### config.mk
export PLATFORM = sky130hd
export DESIGN_NAME = rs_syndrome
export DESIGN_NICKNAME = d
export VERILOG_FILES = /design/src/rtl/rs_pkg.sv /design/src/rtl/gf_const_mul.sv /design/src/rtl/rs_syndrome.sv
export SDC_FILE = /design/constraint.sdc
export NUM_CORES = 1
export LEC_CHECK = 0
export CAP_MARGIN = 20
export CORE_ASPECT_RATIO = 1.25
export CORE_MARGIN = 2
export CORE_UTILIZATION = 45
export DETAILED_ROUTE_END_ITERATION = 10
export PLACE_DENSITY = 0.77
export REMOVE_ABC_BUFFERS = 1
export SLEW_MARGIN = 5
export SYNTH_ARGS = -nofsm -noshare
export SYNTH_HDL_FRONTEND = slang
export SYNTH_SLANG_ARGS = --single-unit
export TNS_END_PERCENT = 1
### constraint.sdc
create_clock -name clk -period 2.9 [get_ports clk]
set_clock_uncertainty 0.05 [all_clocks]
set_input_delay 0.58 -clock clk [delete_from_list [all_inputs] [get_ports clk]]
set_output_delay 0.58 -clock clk [all_outputs]
set_load 0.02 [all_outputs]
### src/rtl/rs_pkg.sv
// rs_pkg: RS(255,239) constants, FSM encoding and GF(2^8) helpers shared by the syndrome stage
package rs_pkg;
  localparam int RS_N = 255;
  localparam int RS_NSYM = 16;
  localparam logic [8:0] GF_POLY = 9'h11D;
  localparam int FCR = 0;
  typedef logic [7:0] gf_t;
  typedef enum logic {IDLE, ACCUM} state_t;
  function automatic gf_t gf_mul(gf_t a, gf_t b);
    gf_t p, x;
    p = '0;
    x = a;
    for (int k = 0; k < 8; k++) begin
      if (b[k]) p = p ^ x;
      x = {x[6:0], 1'b0} ^ (x[7] ? GF_POLY[7:0] : 8'h00);
    end
    return p;
  endfunction
  function automatic gf_t gf_alpha_pow(int e);
    gf_t p;
    p = 8'h01;
    for (int k = 0; k < e % 255; k++) p = gf_mul(p, 8'h02);
    return p;
  endfunction
endpackage

### src/rtl/gf_const_mul.sv
// gf_const_mul: combinational GF(2^8) multiply by the constant alpha^EXP
module gf_const_mul
  import rs_pkg::*;
#(
  parameter int EXP = 0
) (
  input  logic [7:0] i_a,
  output logic [7:0] o_y
);
  localparam gf_t C = gf_alpha_pow(EXP);
  // constant operand folds gf_mul into a fixed XOR network
  assign o_y = gf_mul(i_a, C);
endmodule

### src/rtl/rs_syndrome.sv
// rs_syndrome: Horner-rule RS syndrome evaluator, one received symbol per valid cycle
// Optional macro RS_SYND_ERRCNT_EN adds err_cnt, a saturating count of erroneous codewords
module rs_syndrome
  import rs_pkg::*;
(
  input  logic                   clk,
  input  logic                   rst,
  input  logic                   in_valid,
  input  logic                   in_sop,
  input  logic [7:0]             in_data,
  output logic                   out_valid,
  output logic [8*RS_NSYM-1:0]   synd,
  output logic                   synd_nz,
  output logic                   sop_err
`ifdef RS_SYND_ERRCNT_EN
  ,
  output logic [15:0]            err_cnt
`endif
);
  state_t r_state, w_state_nx;
  logic [7:0] r_cnt;
  logic [8*RS_NSYM-1:0] r_acc, w_mul, w_acc_nx, r_synd;
  logic r_out_valid, r_synd_nz, r_sop_err;
  logic w_load, w_step, w_done, w_sop_err;
  for (genvar g = 0; g < RS_NSYM; g++) begin : g_mul
    gf_const_mul #(.EXP(FCR + g)) u_mul (.i_a(r_acc[8*g+:8]), .o_y(w_mul[8*g+:8]));
  end
  always_ff @(posedge clk) r_state <= !rst ? IDLE : w_state_nx;
  always_comb w_state_nx = r_state == IDLE ? (w_load ? ACCUM : IDLE) : (w_done ? IDLE : ACCUM);
  // an in_sop seen in ACCUM always aborts: completion already returned to IDLE
  always_comb begin
    w_load = in_valid & in_sop;
    w_step = in_valid & ~in_sop & (r_state == ACCUM);
    w_done = w_step & (r_cnt == 8'(RS_N - 1));
    w_sop_err = w_load & (r_state == ACCUM);
    w_acc_nx = w_load ? {RS_NSYM{in_data}} : w_mul ^ {RS_NSYM{in_data}};
  end
  always_ff @(posedge clk) begin
    if (!rst) begin
      r_acc <= '0;
      r_cnt <= '0;
      r_synd <= '0;
      r_synd_nz <= 1'b0;
      r_out_valid <= 1'b0;
      r_sop_err <= 1'b0;
    end else begin
      r_out_valid <= w_done;
      r_sop_err <= w_sop_err;
      if (w_load || w_step) begin
        r_acc <= w_acc_nx;
        r_cnt <= w_load ? 8'd1 : r_cnt + 8'd1;
      end
      if (w_done) begin
        r_synd <= w_acc_nx;
        r_synd_nz <= |w_acc_nx;
      end
    end
  end
  assign out_valid = r_out_valid;
  assign synd = r_synd;
  assign synd_nz = r_synd_nz;
  assign sop_err = r_sop_err;
`ifdef RS_SYND_ERRCNT_EN
  logic [15:0] r_err_cnt;
  always_ff @(posedge clk) begin
    if (!rst) r_err_cnt <= '0;
    else if (w_done && (|w_acc_nx) && r_err_cnt != 16'hFFFF) r_err_cnt <= r_err_cnt + 16'd1;
  end
  assign err_cnt = r_err_cnt;
`endif
endmodule

# ---- Yosys cells after proc, flatten, opt, wreduce, memory -nomap -nowiden
# Cells that the tools add are included.
dict set report op_classes {
  addsub 1
  n_eq_ne 1
  n_mux 78
  bitwise_logic 103
  reduce_logical 2
}
# op count
set ops {}
lappend ops {{bitwise XOR 8 bit} 96}
lappend ops {{two-way mux 5 bit} 73}
lappend ops {{two-way mux 128 bit} 1}
lappend ops {{OR reduction 128 bit} 1}
lappend ops {{bitwise XOR 128 bit} 1}
lappend ops {{adder 8 x 1 -> 8 bit (second input constant)} 1}
lappend ops {{== test 8 bit (second input constant)} 1}
lappend ops {{two-way mux 8 bit} 1}
lappend ops {{AND 1 bit} 5}
lappend ops {{two-way mux 1 bit} 3}
lappend ops {{logical OR 1 bit} 1}
lappend ops {{NOT 1 bit} 1}
dict set report word_totals {
  register_bits 268
  in_bits 12
  output_inout_bits 131
  elab_cells 192
}

# ---- Depth between registers and ports, before layout
dict set report logic_depth {
  word_depth 18
  depth_mapped 12
}

# ---- Hierarchy
# A second synthesis with hierarchy kept.
dict set report unflattened {
  hier_cells 1873
  area_unflattened_um2 16253.1
}
# mod instances cells_each area_each_um2
set modules_own_cells {}
lappend modules_own_cells {rs_syndrome 1 1659 14169.8}
lappend modules_own_cells {{gf_const_mul at g_mul[8].u_mul ...} 2 16 153.9}
lappend modules_own_cells {{gf_const_mul at g_mul[15].u_mul} 1 18 178.9}
lappend modules_own_cells {{gf_const_mul at g_mul[11].u_mul} 1 15 166.4}
lappend modules_own_cells {{gf_const_mul at g_mul[14].u_mul} 1 14 160.2}
lappend modules_own_cells {{gf_const_mul at g_mul[13].u_mul} 1 15 152.6}
lappend modules_own_cells {{gf_const_mul at g_mul[10].u_mul} 1 14 151.4}
lappend modules_own_cells {{gf_const_mul at g_mul[7].u_mul} 1 16 147.6}
lappend modules_own_cells {{gf_const_mul at g_mul[12].u_mul} 1 15 145.1}
lappend modules_own_cells {{gf_const_mul at g_mul[6].u_mul} 1 15 138.9}
lappend modules_own_cells {{gf_const_mul at g_mul[5].u_mul} 1 13 120.1}
lappend modules_own_cells {{gf_const_mul at g_mul[4].u_mul} 1 12 102.6}
lappend modules_own_cells {{gf_const_mul at g_mul[2].u_mul} 1 8 95.1}
lappend modules_own_cells {{gf_const_mul at g_mul[3].u_mul} 1 11 92.6}
lappend modules_own_cells {{2 more rows} -- -- --}

# ---- Worst setup path before layout
# No wires, ideal clock.
dict set report synth_path {
  kind {input -> register}
  start {input port in_valid}
  end {register r_synd_nz, in the netlist synd_nz}
  setup_time_ns 0.119
  arrival_time_ns 2.637
  required_ns 2.731
  setup_slack_ns 0.094
  stages 9
  n_path_buf 1
  cell_sequence {buf_2 > and2_1 > nand2b_1 > nor3_1 > nand2_1 > or4_1 > or4_1 > nor4_2 > nor2_1}
}
dict set report synth_via {
  elab_chain_cells 3
  word_cells_on_any_way 6
  cone_classes {1 x mux; 4 x bitwise; 1 x reduce/logical}
}
# element line
set synth_rtl {}
lappend synth_rtl {{start, declared} rs_syndrome.sv:8} ;# input logic in_valid,
lappend synth_rtl {{AND 1 bit (on tied branches)} {rs_syndrome.sv:32, rs_syndrome.sv:33}}
lappend synth_rtl {{two-way mux 128 bit or AND 1 bit (tied branches)} {rs_syndrome.sv:36, rs_syndrome.sv:33}}
lappend synth_rtl {{OR reduction 128 bit or AND 1 bit (tied branches)} {rs_syndrome.sv:55, rs_syndrome.sv:34}}
lappend synth_rtl {{end signal, assigned} rs_syndrome.sv:55} ;# r_synd_nz <= |w_acc_nx;
lappend synth_rtl {{end, declared} rs_syndrome.sv:23} ;# logic r_out_valid, r_synd_nz, r_sop_err;
# Parallel ways exist; a longest one is shown, timed or not.
# A chain may end at the register's enable or synchronous reset.

# ---- Worst setup path after layout
dict set report layout_path {
  start {register r_acc[53]}
  end {register r_synd_nz, in the netlist synd_nz}
}
dict set report layout_via {
  elab_chain_cells 10
}
# element line
set layout_rtl {}
lappend layout_rtl {{start, declared} rs_syndrome.sv:22} ;# logic [8*RS_NSYM-1:0] r_acc, w_mul, w_acc_nx, r_synd;
lappend layout_rtl {{start signal, assigned} rs_syndrome.sv:50} ;# r_acc <= w_acc_nx;
lappend layout_rtl {{bitwise XOR 8 bit (2 in series)} rs_pkg.sv:15} ;# x = {x[6:0], 1'b0} ^ (x[7] ? GF_POLY[7:0] : 8'h00);
lappend layout_rtl {{two-way mux 5 bit} rs_pkg.sv:15}
lappend layout_rtl {{bitwise XOR 8 bit (4 in series)} rs_pkg.sv:15}
lappend layout_rtl {{bitwise XOR 128 bit} rs_syndrome.sv:36} ;# w_acc_nx = w_load ? {RS_NSYM{in_data}} : w_mul ^ {RS_NSYM{in_data}};
lappend layout_rtl {{two-way mux 128 bit} rs_syndrome.sv:36}
lappend layout_rtl {{OR reduction 128 bit} rs_syndrome.sv:55}
# No other way between the ends.

==> results by group <==
Worst setup path
  – Worst Setup SP: r_acc[53]$_SDFFE_PN0P_
  – CP Capture Type: flop
  – CP Max Fanout: 3
  – Worst reg2reg path depth: 8
  – Worst path required time: between 3 and 4 ns
  – Reg2reg start: r_acc[53]$_SDFFE_PN0P_
  – Crit path kind: flop to flop
  – Crit path DAT: about 3.2 ns
  – Startpoint types: flop

Floorplan
  – Core area: about 34000 sq um
  – Die X: between 150 and 200 um
  – Die area: approximately 35000 sq um
  – Initial Util: 0.4546
  – Die H: roughly 210 um
  – Io pins: 143
  – Row count: 75

Timing
  – Relative slew slack: 0.5289
  – Final worst-path cycle share: 0.9622
  – Worst Tran Pin Value: between 0.7 and 0.8 ns
  – Final setup violation count: 0
  – Maximum clock frequency: about 360 MHz
  – Fin worst setup slack: 0.1095 ns
  – Fin. max-slew vios: 0
  – Final Hold Fails: 0
  – Fin crit period: 2.791 ns
  – RSZ-0062 raised after global routing: no

Outcome
  – Status: finished, final reports clean

GRT
  – Global route overflow: 0
  – Global routing's busiest layer: met2
  – Met1 usage: 0.3005
  – Total GRT Usage: 0.2489
  – Vias in the first global route: about 13000
  – GRT met2 Usage: 0.4247
  – GR Layer Usage met3: 0.03526
  – Initial antenna violation count: 2
  – First-pass GRT wire length: just over 70000 um
  – Largest net degree at the start of global routing: roughly 140

Worst hold path
  – Min-delay worst type: flop to flop
  – Min-Delay Path Depth: 1
  – Hold Startpoint: r_cnt[6]$_SDFFE_PN0P_

Clocking
  – Clock sinks: roughly 270
  – Clk slew on worst S/H paths: approximately 0.070 ns
  – Post-CTS Hold Buffers: 0
  – CTS tree: built
  – H-tree levels: 1
  – Clk buf depth: 3
  – Worst skew pair latency: roughly 0.56 ns
  – # resized after CTS: 0
  – Root Driver: clkbuf_16
  – Post-CTS setup buffers: 0
  – CTS Buf Count: 28

Yosys
  – Number of synthesized register bits: ~270
  – Seq/Total Area, Yosys: 0.3523
  – Yosys warns: 0
  – Post-synth top area cell: dfxtp_1
  – Top cells by area, synth: dfxtp_1 35%, o211a_1 15%, xnor2_1 11%
  – Number of synthesized flops with an enable pin: 0
  – Top FF cell, synth: dfxtp_1
  – Post-synth ARST share: 0
  – Yosys top cell area share: 0.3523
  – Cell variety after synth: ~60
  – Synthesized cell area: 15230 sq um
  – Post-synthesis cell count: 1719
  – Avg Inst Size Synth: about 8.9 sq um
  – Count leader, synth: nand2_1
  – Top cells by count, synth: 323 x nand2_1, 268 x dfxtp_1, 222 x o211a_1

Place
  – Post-Place Cells: around 2300
  – Final HPWL DP: around 32000 um
  – Area post-placement: 18340 sq um
  – Placement Setup Slack: -0.4648 ns
  – # port buffers: between 100 and 150
  – RD Place Congestion: 0.9408

Routing
  – Initial DRT Pass Iterations: 6
  – ANT nets after route: 0
  – Residual DRC: 0
  – WL/cell: 18.77 um
  – DR vias: ~13000
  – Via/cell ratio: approximately 5.7
  – Routed WL: between 40000 and 50000 um
  – Initial DRC count: roughly 1300

Flow run
  – Max-Cap Viols: 0

Finish
  – Finished Cell Area: ~19000 sq um
  – Share of layout cells above drive strength 1: 0.1387
  – Area growth from synthesis to layout: 27.25%
  – Post-route insts no fill: roughly 2400
  – Final #Nets: roughly 1900

Power and ir drop
  – PwrDens: around 600 nW/um^2
  – Max VDD drop: 0.4661 mV
  – Leakage: ~9.8 nW
critical path, stage by stage, from the launching register on:
cell and delay (ns):
dfxtp_1 0.35, xor2_2 0.22, xnor2_1 0.41, a21oi_1 0.17
a2111o_1 0.30, or4_1 0.50, or4_4 0.46, nor4_4 0.16
nor2_1 0.06
registers in the layout, summed over array words and instances (netlist names):
| signal | count |
|---|---|
| sop_err | 1 |
| synd | 128 |
| synd_nz | 1 |
| out_valid | 1 |
| r_acc | 128 |
| r_state | 1 |
| r_cnt | 8 |
placed cells by master (no fill, tap or decap), drive strengths merged, types with 5 or more instances in the layout:
| cell | count |
|---|---|
| o211a | 222 |
| or3 | 22 |
| nor4bb | 8 |
| buf | 207 |
| xnor2 | 194 |
| o32ai | 5 |
| clkdlybuf4s50 | 139 |
| nand2 | 323 |
| nor2 | 85 |
| and4 | 6 |
| a32oi | 9 |
| a22oi | 26 |
| a21oi | 20 |
| nor2b | 14 |
| xnor3 | 39 |
| nor4 | 11 |
| nand4 | 17 |
| a31oi | 11 |
| nand3 | 10 |
| inv | 9 |
| nor3 | 10 |
| xor2 | 47 |
| and3 | 8 |
| and2 | 53 |
| clkbuf | 37 |
| xor3 | 5 |
| dfxtp | 268 |
| clkinv | 7 |
| o21ai | 96 |
report_power, final:
| part | total, mW | internal, mW | switching (mW) |
|---|---|---|---|
| Clock | 3.89 | 2.29 | 1.60 |
| Sequential | 4.12 | 3.86 | 0.259 |
| Combinational | 3.67 | 1.84 | 1.83 |
final cells by class:
class | count | area, sq um
antenna | 1 | 2.502
sequential | 268 | 5365
timing repair buffer | 347 | 3209
clock inverter | 15 | 182.7
clock buffer | 37 | 825.8
tap | 423 | 529.3
multi-input combinational | 1279 | 9234
fill | 2880 | 14120
inverter | 8 | 30.03
cells by family (layout without fill, tap and decap cells):
family / after synthesis / after routing / share of synthesized area
other cells: 0 / 1 / 0
fa+ha+maj: 2 / 2 / 0.001643
flops: 268 / 268 / 0.3523
mux: 4 / 4 / 0.002629
compound gates: 409 / 409 / 0.2206
buf+inv: 172 / 407 / 0.04420
simple gates: 579 / 579 / 0.1740
xor+xnor: 285 / 285 / 0.2046
routing by layer:
layer | routed length (um) | vias up | share of wire
li1 | - | 6423 | -
met1 | 17930 | 6416 | 0.40
met2 | 21410 | 487 | 0.48
met3 | 2819 | 141 | 0.063
met4 | 2455 | 2 | 0.055
met5 | 16 | - | 0.00036
worst paths after layout:
path / to / slack (ns)
setup / recovery: synd_nz$_SDFFE_PN0P_ / 0.11
hold / removal: r_cnt[6]$_SDFFE_PN0P_ / 0.41
setup reg to reg: synd_nz$_SDFFE_PN0P_ / 0.11
hold reg to reg: r_cnt[6]$_SDFFE_PN0P_ / 0.41
metrics by stage:
step | utilization | power, mW | setup TNS, ns | hold WS, ns
CTS | 0.5775 | 11.72 | 0 | 0.4144
finish | 0.5785 | 11.68 | 0 | 0.4108
detailed placement | 0.5474 | 7.807 | -0.4648 | 0.4053
floorplan | - | 6.322 | -1862.24 | 0.3806
global placement | 0.5474 | 7.751 | -0.4633 | 0.3990
global route | 0.5785 | 12.19 | 0 | 0.4450
Power figures use the tool's default switching activity.
